### src/rtl/io_arbiter_if.sv
// io_arbiter_if: bundles the two requester ports and the dual byte-lane IO
// port of io_arbiter.
//   slave  modport - arbiter side: takes requests and lane read bytes; drives
//                    grants, read returns, lane addresses, lane data, strobes.
//   master modport - requester/IO side: the mirror image.
// Signal names match the legacy flat port names.
interface io_arbiter_if;
  logic        r0_req,    r1_req;
  logic        r0_we,     r1_we;
  logic        r0_wide,   r1_wide;
  logic        r0_lock,   r1_lock;
  logic [15:0] r0_addr,   r1_addr;
  logic [15:0] r0_wdata,  r1_wdata;
  logic        r0_gnt,    r1_gnt;
  logic        r0_rvalid, r1_rvalid;
  logic [15:0] r0_rdata,  r1_rdata;
  logic [14:0] read_addr_even,  read_addr_odd;
  logic [14:0] write_addr_even, write_addr_odd;
  logic [7:0]  write_data_even, write_data_odd;
  logic        write_en_even,   write_en_odd;
  logic [7:0]  read_data_even,  read_data_odd;

  modport slave (
    input  r0_req, r1_req, r0_we, r1_we, r0_wide, r1_wide, r0_lock, r1_lock,
           r0_addr, r1_addr, r0_wdata, r1_wdata, read_data_even, read_data_odd,
    output r0_gnt, r1_gnt, r0_rvalid, r1_rvalid, r0_rdata, r1_rdata,
           read_addr_even, read_addr_odd, write_addr_even, write_addr_odd,
           write_data_even, write_data_odd, write_en_even, write_en_odd
  );

  modport master (
    output r0_req, r1_req, r0_we, r1_we, r0_wide, r1_wide, r0_lock, r1_lock,
           r0_addr, r1_addr, r0_wdata, r1_wdata, read_data_even, read_data_odd,
    input  r0_gnt, r1_gnt, r0_rvalid, r1_rvalid, r0_rdata, r1_rdata,
           read_addr_even, read_addr_odd, write_addr_even, write_addr_odd,
           write_data_even, write_data_odd, write_en_even, write_en_odd
  );
endinterface

### src/rtl/io_arbiter.sv
// io_arbiter: two-requester, zero-latency round-robin arbiter with bounded
// lock, mapping byte/16-bit accesses onto an even/odd byte-lane IO system.
// Ports:
//   clk   - sole clock, rising edge
//   reset - asynchronous active-low reset
//   bus   - io_arbiter_if.slave (requests, grants, read returns, lane IO)
// Parameter LOCK_MAX (1..255): max consecutive locked grants to one owner.
module io_arbiter #(
  parameter int unsigned LOCK_MAX = 8
) (
  input  logic         clk,
  input  logic         reset,
  io_arbiter_if.slave  bus
);

  localparam logic [7:0] LP_LOCK_MAX = 8'(LOCK_MAX);

  logic        r_prio1;      // 1: r1 wins a tie
  logic        r_locked;     // previous grant carried lock
  logic        r_owner;      // requester of the previous grant
  logic [7:0]  r_lock_cnt;
  logic [14:0] r_addr_even, r_addr_odd;
  logic [7:0]  r_wdata_even, r_wdata_odd;
  logic        r_rd_v, r_rd_id, r_rd_wide, r_rd_odd;

  logic        w_gnt0, w_gnt1, w_gnt, w_sel;
  logic        w_own_lock, w_own_req, w_hold;
  logic        w_we, w_wide, w_lock;
  logic [15:0] w_addr, w_wdata;
  logic [14:0] w_a, w_a1;
  logic        w_use_even, w_use_odd;
  logic [14:0] w_cand_addr_even, w_cand_addr_odd;
  logic [7:0]  w_cand_data_even, w_cand_data_odd;
  logic [14:0] w_addr_even, w_addr_odd;
  logic [7:0]  w_wdata_even, w_wdata_odd;
  logic [15:0] w_rdata;

  assign w_own_lock = r_owner ? bus.r1_lock : bus.r0_lock;
  assign w_own_req  = r_owner ? bus.r1_req  : bus.r0_req;
  assign w_hold     = r_locked && w_own_lock && w_own_req && (r_lock_cnt < LP_LOCK_MAX);

  // Grants are combinational from req; gated by reset so they drop at once.
  always_comb begin
    w_gnt0 = 1'b0;
    w_gnt1 = 1'b0;
    if (reset) begin
      if (w_hold) begin
        w_gnt0 = !r_owner;
        w_gnt1 = r_owner;
      end else if (bus.r0_req && bus.r1_req) begin
        w_gnt0 = !r_prio1;
        w_gnt1 = r_prio1;
      end else begin
        w_gnt0 = bus.r0_req;
        w_gnt1 = bus.r1_req;
      end
    end
  end

  assign w_gnt   = w_gnt0 | w_gnt1;
  assign w_sel   = w_gnt1;
  assign w_we    = w_sel ? bus.r1_we    : bus.r0_we;
  assign w_wide  = w_sel ? bus.r1_wide  : bus.r0_wide;
  assign w_lock  = w_sel ? bus.r1_lock  : bus.r0_lock;
  assign w_addr  = w_sel ? bus.r1_addr  : bus.r0_addr;
  assign w_wdata = w_sel ? bus.r1_wdata : bus.r0_wdata;
  assign w_a     = w_addr[15:1];
  assign w_a1    = w_a + 15'd1;   // natural 15-bit wrap

  always_comb begin
    w_use_even       = 1'b0;
    w_use_odd        = 1'b0;
    w_cand_addr_even = w_a;
    w_cand_addr_odd  = w_a;
    w_cand_data_even = w_wdata[7:0];
    w_cand_data_odd  = w_wdata[7:0];
    case ({w_wide, w_addr[0]})
      2'b00: w_use_even = 1'b1;
      2'b01: w_use_odd  = 1'b1;
      2'b10: begin
        w_use_even      = 1'b1;
        w_use_odd       = 1'b1;
        w_cand_data_odd = w_wdata[15:8];
      end
      default: begin
        // unaligned wide: low byte on odd lane, high byte on next even word
        w_use_even       = 1'b1;
        w_use_odd        = 1'b1;
        w_cand_addr_even = w_a1;
        w_cand_data_even = w_wdata[15:8];
      end
    endcase
  end

  // Lane outputs follow the grant in the same cycle and otherwise show the
  // registered copy, which is what gives "hold last value" between grants.
  assign w_addr_even  = (w_gnt && w_use_even)         ? w_cand_addr_even : r_addr_even;
  assign w_addr_odd   = (w_gnt && w_use_odd)          ? w_cand_addr_odd  : r_addr_odd;
  assign w_wdata_even = (w_gnt && w_we && w_use_even) ? w_cand_data_even : r_wdata_even;
  assign w_wdata_odd  = (w_gnt && w_we && w_use_odd)  ? w_cand_data_odd  : r_wdata_odd;

  assign bus.r0_gnt          = w_gnt0;
  assign bus.r1_gnt          = w_gnt1;
  assign bus.read_addr_even  = w_addr_even;
  assign bus.read_addr_odd   = w_addr_odd;
  assign bus.write_addr_even = w_addr_even;
  assign bus.write_addr_odd  = w_addr_odd;
  assign bus.write_data_even = w_wdata_even;
  assign bus.write_data_odd  = w_wdata_odd;
  assign bus.write_en_even   = w_gnt && w_we && w_use_even;
  assign bus.write_en_odd    = w_gnt && w_we && w_use_odd;

  always_ff @(posedge clk or negedge reset) begin
    if (!reset) begin
      r_prio1      <= 1'b0;
      r_locked     <= 1'b0;
      r_owner      <= 1'b0;
      r_lock_cnt   <= '0;
      r_addr_even  <= '0;
      r_addr_odd   <= '0;
      r_wdata_even <= '0;
      r_wdata_odd  <= '0;
      r_rd_v       <= 1'b0;
      r_rd_id      <= 1'b0;
      r_rd_wide    <= 1'b0;
      r_rd_odd     <= 1'b0;
    end else begin
      r_addr_even  <= w_addr_even;
      r_addr_odd   <= w_addr_odd;
      r_wdata_even <= w_wdata_even;
      r_wdata_odd  <= w_wdata_odd;
      r_rd_v       <= w_gnt && !w_we;
      r_rd_id      <= w_sel;
      r_rd_wide    <= w_wide;
      r_rd_odd     <= w_addr[0];
      if (w_gnt) begin
        r_prio1 <= w_gnt0;
        r_owner <= w_sel;
        if (w_lock) begin
          r_locked   <= 1'b1;
          // a fresh lock (new owner or expired window) starts counting at 1
          r_lock_cnt <= (r_locked && (r_owner == w_sel) && (r_lock_cnt < LP_LOCK_MAX))
                        ? r_lock_cnt + 8'd1 : 8'd1;
        end else begin
          r_locked   <= 1'b0;
          r_lock_cnt <= '0;
        end
      end else if (r_locked && !w_own_lock) begin
        r_locked   <= 1'b0;
        r_lock_cnt <= '0;
      end
    end
  end

  always_comb begin
    case ({r_rd_wide, r_rd_odd})
      2'b00:   w_rdata = {8'h00, bus.read_data_even};
      2'b01:   w_rdata = {8'h00, bus.read_data_odd};
      2'b10:   w_rdata = {bus.read_data_odd, bus.read_data_even};
      default: w_rdata = {bus.read_data_even, bus.read_data_odd};
    endcase
  end

  assign bus.r0_rvalid = r_rd_v && !r_rd_id;
  assign bus.r1_rvalid = r_rd_v &&  r_rd_id;
  assign bus.r0_rdata  = bus.r0_rvalid ? w_rdata : '0;
  assign bus.r1_rdata  = bus.r1_rvalid ? w_rdata : '0;

endmodule
### src/flat_wrapper.sv
// flat-port wrapper written by rule: the top's interface ports become plain ports
module io_arbiter_flat 
#(
  parameter int unsigned LOCK_MAX = 8
)
  (clk, reset, bus_r0_req, bus_r1_req, bus_r0_we, bus_r1_we, bus_r0_wide, bus_r1_wide, bus_r0_lock, bus_r1_lock, bus_r0_addr, bus_r1_addr, bus_r0_wdata, bus_r1_wdata, bus_read_data_even, bus_read_data_odd, bus_r0_gnt, bus_r1_gnt, bus_r0_rvalid, bus_r1_rvalid, bus_r0_rdata, bus_r1_rdata, bus_read_addr_even, bus_read_addr_odd, bus_write_addr_even, bus_write_addr_odd, bus_write_data_even, bus_write_data_odd, bus_write_en_even, bus_write_en_odd);
  io_arbiter_if bus_i ();
  input  logic clk;
  input  logic reset;
  input wire logic [$bits(bus_i.r0_req)-1:0] bus_r0_req;
  input wire logic [$bits(bus_i.r1_req)-1:0] bus_r1_req;
  input wire logic [$bits(bus_i.r0_we)-1:0] bus_r0_we;
  input wire logic [$bits(bus_i.r1_we)-1:0] bus_r1_we;
  input wire logic [$bits(bus_i.r0_wide)-1:0] bus_r0_wide;
  input wire logic [$bits(bus_i.r1_wide)-1:0] bus_r1_wide;
  input wire logic [$bits(bus_i.r0_lock)-1:0] bus_r0_lock;
  input wire logic [$bits(bus_i.r1_lock)-1:0] bus_r1_lock;
  input wire logic [$bits(bus_i.r0_addr)-1:0] bus_r0_addr;
  input wire logic [$bits(bus_i.r1_addr)-1:0] bus_r1_addr;
  input wire logic [$bits(bus_i.r0_wdata)-1:0] bus_r0_wdata;
  input wire logic [$bits(bus_i.r1_wdata)-1:0] bus_r1_wdata;
  input wire logic [$bits(bus_i.read_data_even)-1:0] bus_read_data_even;
  input wire logic [$bits(bus_i.read_data_odd)-1:0] bus_read_data_odd;
  output wire logic [$bits(bus_i.r0_gnt)-1:0] bus_r0_gnt;
  output wire logic [$bits(bus_i.r1_gnt)-1:0] bus_r1_gnt;
  output wire logic [$bits(bus_i.r0_rvalid)-1:0] bus_r0_rvalid;
  output wire logic [$bits(bus_i.r1_rvalid)-1:0] bus_r1_rvalid;
  output wire logic [$bits(bus_i.r0_rdata)-1:0] bus_r0_rdata;
  output wire logic [$bits(bus_i.r1_rdata)-1:0] bus_r1_rdata;
  output wire logic [$bits(bus_i.read_addr_even)-1:0] bus_read_addr_even;
  output wire logic [$bits(bus_i.read_addr_odd)-1:0] bus_read_addr_odd;
  output wire logic [$bits(bus_i.write_addr_even)-1:0] bus_write_addr_even;
  output wire logic [$bits(bus_i.write_addr_odd)-1:0] bus_write_addr_odd;
  output wire logic [$bits(bus_i.write_data_even)-1:0] bus_write_data_even;
  output wire logic [$bits(bus_i.write_data_odd)-1:0] bus_write_data_odd;
  output wire logic [$bits(bus_i.write_en_even)-1:0] bus_write_en_even;
  output wire logic [$bits(bus_i.write_en_odd)-1:0] bus_write_en_odd;
  assign bus_i.r0_req = bus_r0_req;
  assign bus_i.r1_req = bus_r1_req;
  assign bus_i.r0_we = bus_r0_we;
  assign bus_i.r1_we = bus_r1_we;
  assign bus_i.r0_wide = bus_r0_wide;
  assign bus_i.r1_wide = bus_r1_wide;
  assign bus_i.r0_lock = bus_r0_lock;
  assign bus_i.r1_lock = bus_r1_lock;
  assign bus_i.r0_addr = bus_r0_addr;
  assign bus_i.r1_addr = bus_r1_addr;
  assign bus_i.r0_wdata = bus_r0_wdata;
  assign bus_i.r1_wdata = bus_r1_wdata;
  assign bus_i.read_data_even = bus_read_data_even;
  assign bus_i.read_data_odd = bus_read_data_odd;
  assign bus_r0_gnt = bus_i.r0_gnt;
  assign bus_r1_gnt = bus_i.r1_gnt;
  assign bus_r0_rvalid = bus_i.r0_rvalid;
  assign bus_r1_rvalid = bus_i.r1_rvalid;
  assign bus_r0_rdata = bus_i.r0_rdata;
  assign bus_r1_rdata = bus_i.r1_rdata;
  assign bus_read_addr_even = bus_i.read_addr_even;
  assign bus_read_addr_odd = bus_i.read_addr_odd;
  assign bus_write_addr_even = bus_i.write_addr_even;
  assign bus_write_addr_odd = bus_i.write_addr_odd;
  assign bus_write_data_even = bus_i.write_data_even;
  assign bus_write_data_odd = bus_i.write_data_odd;
  assign bus_write_en_even = bus_i.write_en_even;
  assign bus_write_en_odd = bus_i.write_en_odd;
  io_arbiter #(.LOCK_MAX(LOCK_MAX)) u_core (.clk(clk), .reset(reset), .bus(bus_i));
endmodule
### config.mk
export PLATFORM = sky130hd
export DESIGN_NAME = io_arbiter_flat
export DESIGN_NICKNAME = d
export VERILOG_FILES = /design/src/rtl/io_arbiter_if.sv /design/src/rtl/io_arbiter.sv /design/src/flat_wrapper.sv
export SDC_FILE = /design/constraint.sdc
export NUM_CORES = 1
export LEC_CHECK = 0
export ABC_AREA = 1
export CORE_ASPECT_RATIO = 1.4
export CORE_MARGIN = 2
export CORE_UTILIZATION = 25
export DETAILED_ROUTE_END_ITERATION = 10
export MAX_ROUTING_LAYER = met4
export SLEW_MARGIN = 20
export SYNTH_ARGS = -nofsm -noshare
export SYNTH_HDL_FRONTEND = slang
export SYNTH_SLANG_ARGS = --single-unit
### constraint.sdc
create_clock -name clk -period 2.9 [get_ports clk]
set_clock_uncertainty 0.2 [all_clocks]
set_input_delay 0.58 -clock clk [delete_from_list [all_inputs] [get_ports clk]]
set_output_delay 0.58 -clock clk [all_outputs]
set_load 0.005 [all_outputs]
Word level (Yosys, flattened, before mapping)
Index checks and enable logic that the tools add are counted.
W data, S select, Z words.
{"block": "op_classes", "n_mux": 32, "add_sub_neg": 2, "n_reduce_logical": 24, "eq_ne": 5, "bitwise_logic": 1, "order_cmp": 1}
{"cell": "$mux W16", "count": 4}
{"cell": "$mux W8", "count": 8}
{"cell": "$pmux W16 S3", "count": 1}
{"cell": "$mux W15", "count": 3}
{"cell": "$mux W1", "count": 16}
{"cell": "$add A15 B1 Y15 const B", "count": 1}
{"cell": "$logic_and A1 B1 Y1", "count": 15}
{"cell": "$add A8 B1 Y8 const B", "count": 1}
{"cell": "$lt A8 B4 Y1 const B", "count": 1}
{"cell": "$logic_not A1 Y1", "count": 5}
{"cell": "$eq A2 B1 Y1 const B", "count": 2}
{"cell": "$eq A2 B2 Y1 const B", "count": 2}
{"cell": "$logic_not A2 Y1", "count": 2}
{"cell": "$reduce_or A3 Y1", "count": 1}
{"cell": "$reduce_bool A2 Y1", "count": 1}
{"cell": "$eq A1 B1 Y1", "count": 1}
{"cell": "$or A1 B1 Y1", "count": 1}
{"block": "totals", "regBits": 61, "in_bits": 90, "word_cells": 77, "output_inout_bits": 114}

Longest topological paths before layout
{"block": "logic_depth", "ltp_word": 12, "depth_mapped": 20, "ltp_nobuf": 18}

Worst setup path before layout
OpenSTA, ideal clock, no wires.
{"block": "synth_timing", "kind": "input port to output port", "from": "in bus_r0_lock", "to": "out bus_write_addr_even[5]", "path_buffers": 3, "path_stages": 17, "slack_ns": -0.213, "arrival_time_ns": 2.333, "required_ns": 2.120, "cell_sequence": "inv_1 > nand2_1 > nand2_2 > nor2_4 > nand2_2 > nand2_2 > nand3_4 > buf_6 > buf_6 > nand2_1 > nand2_1 > nor2_2 > nand2_2 > nor2_4 > nor2_1 > o31ai_1 > buf_4"}
{"block": "synth_via", "elab_chain_cells": 11, "word_cells_on_any_way": 20, "classes_between": "add/sub (1); eq/ne (2); mux (10); bitwise (1); reduce/logical (6)"}
{"element": "from (decl)", "line_no": "flat_wrapper.sv:16", "text": "input wire logic [$bits(bus_i.r0_lock)-1:0] bus_r0_lock;"}
{"element": "$mux W1 (*)", "line_no": "io_arbiter.sv:38", "text": "assign w_own_lock = r_owner ? bus.r1_lock : bus.r0_lock;"}
{"element": "$logic_and A1 B1 Y1 (*) (3 in a row)", "line_no": "io_arbiter.sv:40", "text": "assign w_hold = r_locked && w_own_lock && w_own_req && (r_lock_cnt < LP_LOCK_MAX);"}
{"element": "parallel branches: the longest is 6 deep, another holds $add A15 B1 Y15"}
{"element": "$mux W15 (*)", "line_no": "io_arbiter.sv:97", "text": "assign w_addr_even = (w_gnt && w_use_even) ? w_cand_addr_even : r_addr_even;"}
{"element": "to (decl)", "line_no": "flat_wrapper.sv:32", "text": "output wire logic [$bits(bus_i.write_addr_even)-1:0] bus_write_addr_even;"}
Every way passes the cells marked *.

Worst setup path after layout
{"block": "layout_timing", "from": "in bus_r0_lock", "to": "out bus_write_addr_even[13]"}
The elaborated chain is that of the path after synthesis.

==> flow_summary.toml <==
[run_status]
status = "finished with violations"
failed_checks = "design-rule violations, negative setup slack"

[cells_and_area]
syn2layout_area_growth_pct = 100.5
nNetsFinal = 975
fin_util_pct = 51.47
n_antenna_cell = 0
final_common_cell = "clkdlybuf4s50_1"
nFillCells = 1495
final_cell_mix = "clkdlybuf4s50_1, nand2_1, buf_4"
drive_gt1_share_pct = 45.78
fin_cells = 1088
regArea_um2 = 1528
multiInputGateArea_um2 = 2684

[setup_path]
path_cells = "clkdlybuf4s15_1, inv_4, nand2_2, nand2_4, nor2_4, nand2_2, nand2_4, nand3_4, buf_12, o21ai_4, nand2_2, nor2_4, inv_2, nor2_4, buf_6, nand3_1, nand3_2, nand2_2, clkdlybuf4s15_2"
crit_slowest_cell = "clkdlybuf4s15_1"
critPathTopFamily = "simple AND/OR/NAND/NOR gates"
timing.rr.start = "u_core.r_owner"
critPathMaxFanout = 9
required_ns = 2.12
slowest_delay_ns = 0.21
reg2regPathDepth = 21
worst_path_most_repeated_cell = "nand2_2"
cp-end-kind = "output port"
r2r_slack_ns = 0.01
worst-setup-path-type = "in2out"
worstPathArrival_ns = 2.87
startpoint_type = "primary input"
crit_cells = 19
cp-startpoint = "bus_r0_lock"
r2r_end = "u_core.r_addr_even[4]"
crit_buf_inv = 6

[clock_network]
clk_pin_slew_ns = 0.06
htreeDepth = 3
ctsHoldBuffers = 0
clockBufferDepth = 2
numCtsBuffers = 9
cts.sinks = 61
cts_tree = "built"
insertion_delay_ns = 0.34
cts_root_buffer = "clkbuf_16"

[pwr]
power_frac_seq_pct = 19.5
ir_drop_mv = 0.3502
power_mw = 7.031
switching_share_pct = 38.50
power_frac_clock_pct = 15.3
p_per_area_nw_per_um2 = 841.1
power_leakage_nw = 4.006
p_int_mw = 4.324
switchingPower_mw = 2.707
combPwrFrac_pct = 65.1

[synthesis]
netlist_instances = 565
seq_area_frac_synth_pct = 36.60
synth_ff_type = "dfrtp_1"
syn_avg_cell_area_um2 = 7.381
syn_area_um2 = 4170
synth-edff-count = 0
yosysUniqueCellTypes = 39
async_reset_ff_share_pct = 100.0
synth-seq-cells = 61
syn_nets = 656
yosys_warnings = 0

[sta]
hold_violations = 0
rsz0062_at_grt = "true"
fin_crit_ns = 3.655
tns_ns = -40.84
setup_ws_ns = -0.7546
maxSlewViolCount = 0
setup_viol = 78
worst_hold_slack_ns = 0.03301
fmax_mhz = 273.6
tightestPinTransition_ns = 0.5963
min_period_over_period_pct = 126.0
slew_headroom_pct = 60.15

[place]
routabilityCongestion = 0.8038
dpl.cell_count = 986
numPortBuffers = 203
dp_hpwl_mm = 11.24

[drt]
ant_nets = 0
drt-total-wl_mm = 16.89
wire_per_inst_um = 15.52
drc_errors = 13
dr.pass1.iters = 7
drt-initial-drc-count = 230
vias = 4914
vias_per_cell = 4.517

[die]
floorplan.die_area_um2 = 17740
core_um2 = 16240
dieWidth_um = 113.2
initial_core_util_pct = 25.68
die_y_um = 156.8
rows = 55
io_pins = 204

[run]
maxCapViolCount = 0

[global_routing]
grt_usage_pct = 18.52
antenna_found_initial = 0
grt_max_degree = 44
grt_pass1_wl_mm = 25.00
grt_pass1_vias = 4794
globalRouteOverflowTotal = 0

[min_path]
hp-class = "in2async"
repair_timing:
item / in CTS / in global routing
endpoints found under the setup margin: 81 / 95
gates resized for setup: 474 / 72
buffers inserted: 66 / 27
pin swaps: 57 / 37
gates cloned: 8 / 0
state kept, by name, summed over array words and instances (netlist names):
register	flops
u_core.r_rd_v	1
u_core.r_addr_even	15
u_core.r_lock_cnt	8
u_core.r_wdata_odd	8
u_core.r_addr_odd	15
u_core.r_owner	1
u_core.r_rd_id	1
u_core.r_wdata_even	8
u_core.r_rd_wide	1
u_core.r_prio1	1
u_core.r_rd_odd	1
u_core.r_locked	1
metrics by stage:
stage | cell area [µm²] | worst slack [ns]
2_1_floorplan | 4277 | -0.08989
4_1_cts | 8059 | -0.6333
5_1_grt | 8359 | -0.9323
3_3_place_gp | 6779 | -1.331
6_report | 8359 | -0.7546
3_5_place_dp | 6779 | -1.350
final cells by class:
class	count	share of cell area, %
Clock buffer	10	2.739
Clock inverter	6	0.7634
Inverter	68	3.338
Multi-Input combinational cell	386	32.11
Sequential cell	61	18.28
Tap cell	199	2.979
Timing Repair Buffer	358	39.80
cells in the mapped netlist (8+ instances only):
| cell type | instances | area share (%) |
|---|---|---|
| nand3_1 | 27 | 3.2 |
| clkbuf_1 | 8 | 0.72 |
| o21a_1 | 16 | 2.9 |
| buf_4 | 31 | 5.6 |
| nand4_1 | 12 | 1.8 |
| o211ai_1 | 18 | 3.2 |
| mux2i_1 | 8 | 1.9 |
| nand2_1 | 163 | 15 |
| inv_1 | 61 | 5.5 |
| o21ai_0 | 33 | 4.0 |
| dfrtp_1 | 61 | 37 |
| nand2_2 | 11 | 1.7 |
| nor2_1 | 54 | 4.9 |
logic make-up after synthesis:
family	after synthesis	synth area share, %
DFF	61	36.60
AOI/OAI and AO/OA	88	14.70
adders and majority gates	1	0.3000
and+or+nand+nor	284	30.93
muxes	8	1.920
buffers and inverters	121	15.12
xor gates and xnor gates	2	0.4201
power by group through the flow:
| stage | clock network [mW] | registers, mW | logic, mW |
|---|---|---|---|
| 3_5_place_dp | 0 | 1.34 | 3.64 |
| 6_report | 1.08 | 1.37 | 4.58 |
| 5_1_grt | 1.14 | 1.41 | 4.91 |
| 2_1_floorplan | 0 | 1.30 | 1.82 |
| 3_3_place_gp | 0 | 1.33 | 3.62 |
| 4_1_cts | 1.10 | 1.35 | 4.28 |
worst max-delay path by stage:
stage / endpoint / slack [ns]
global placement: bus_read_addr_even[13] / -1.33
finish: bus_write_addr_even[13] / -0.75
floorplan: bus_write_addr_even[5] / -0.09
CTS: bus_write_addr_even[13] / -0.63
global route: bus_write_addr_even[13] / -0.93
detailed placement: bus_read_addr_even[13] / -1.35
layer usage:
metal,routed length [µm],GRT usage (%),vias up
met5,0,-,-
met4,535,7.724,0
met3,631,1.975,34
met2,9297,33.42,141
met1,6425,20.70,2324
li1,-,-,2415
worst register-to-register path, cell delays in order, from the launching register on:
cell and delay [ns]:
dfrtp_1 0.41, inv_2 0.08, nand2_2 0.08, nand2_4 0.05
nor2_4 0.12, nand3_2 0.11, nand3_4 0.18, buf_12 0.15
buf_16 0.12, nand2_4 0.05, nand2_4 0.07, nand2_4 0.05
nor2_4 0.14, nand2_2 0.10, buf_4 0.14, buf_6 0.10
buf_4 0.12, nand3_2 0.07, nand2_2 0.07, buf_6 0.12
buf_4 0.12, buf_4 0.12
Note: power is estimated with default switching activity, not from simulation.
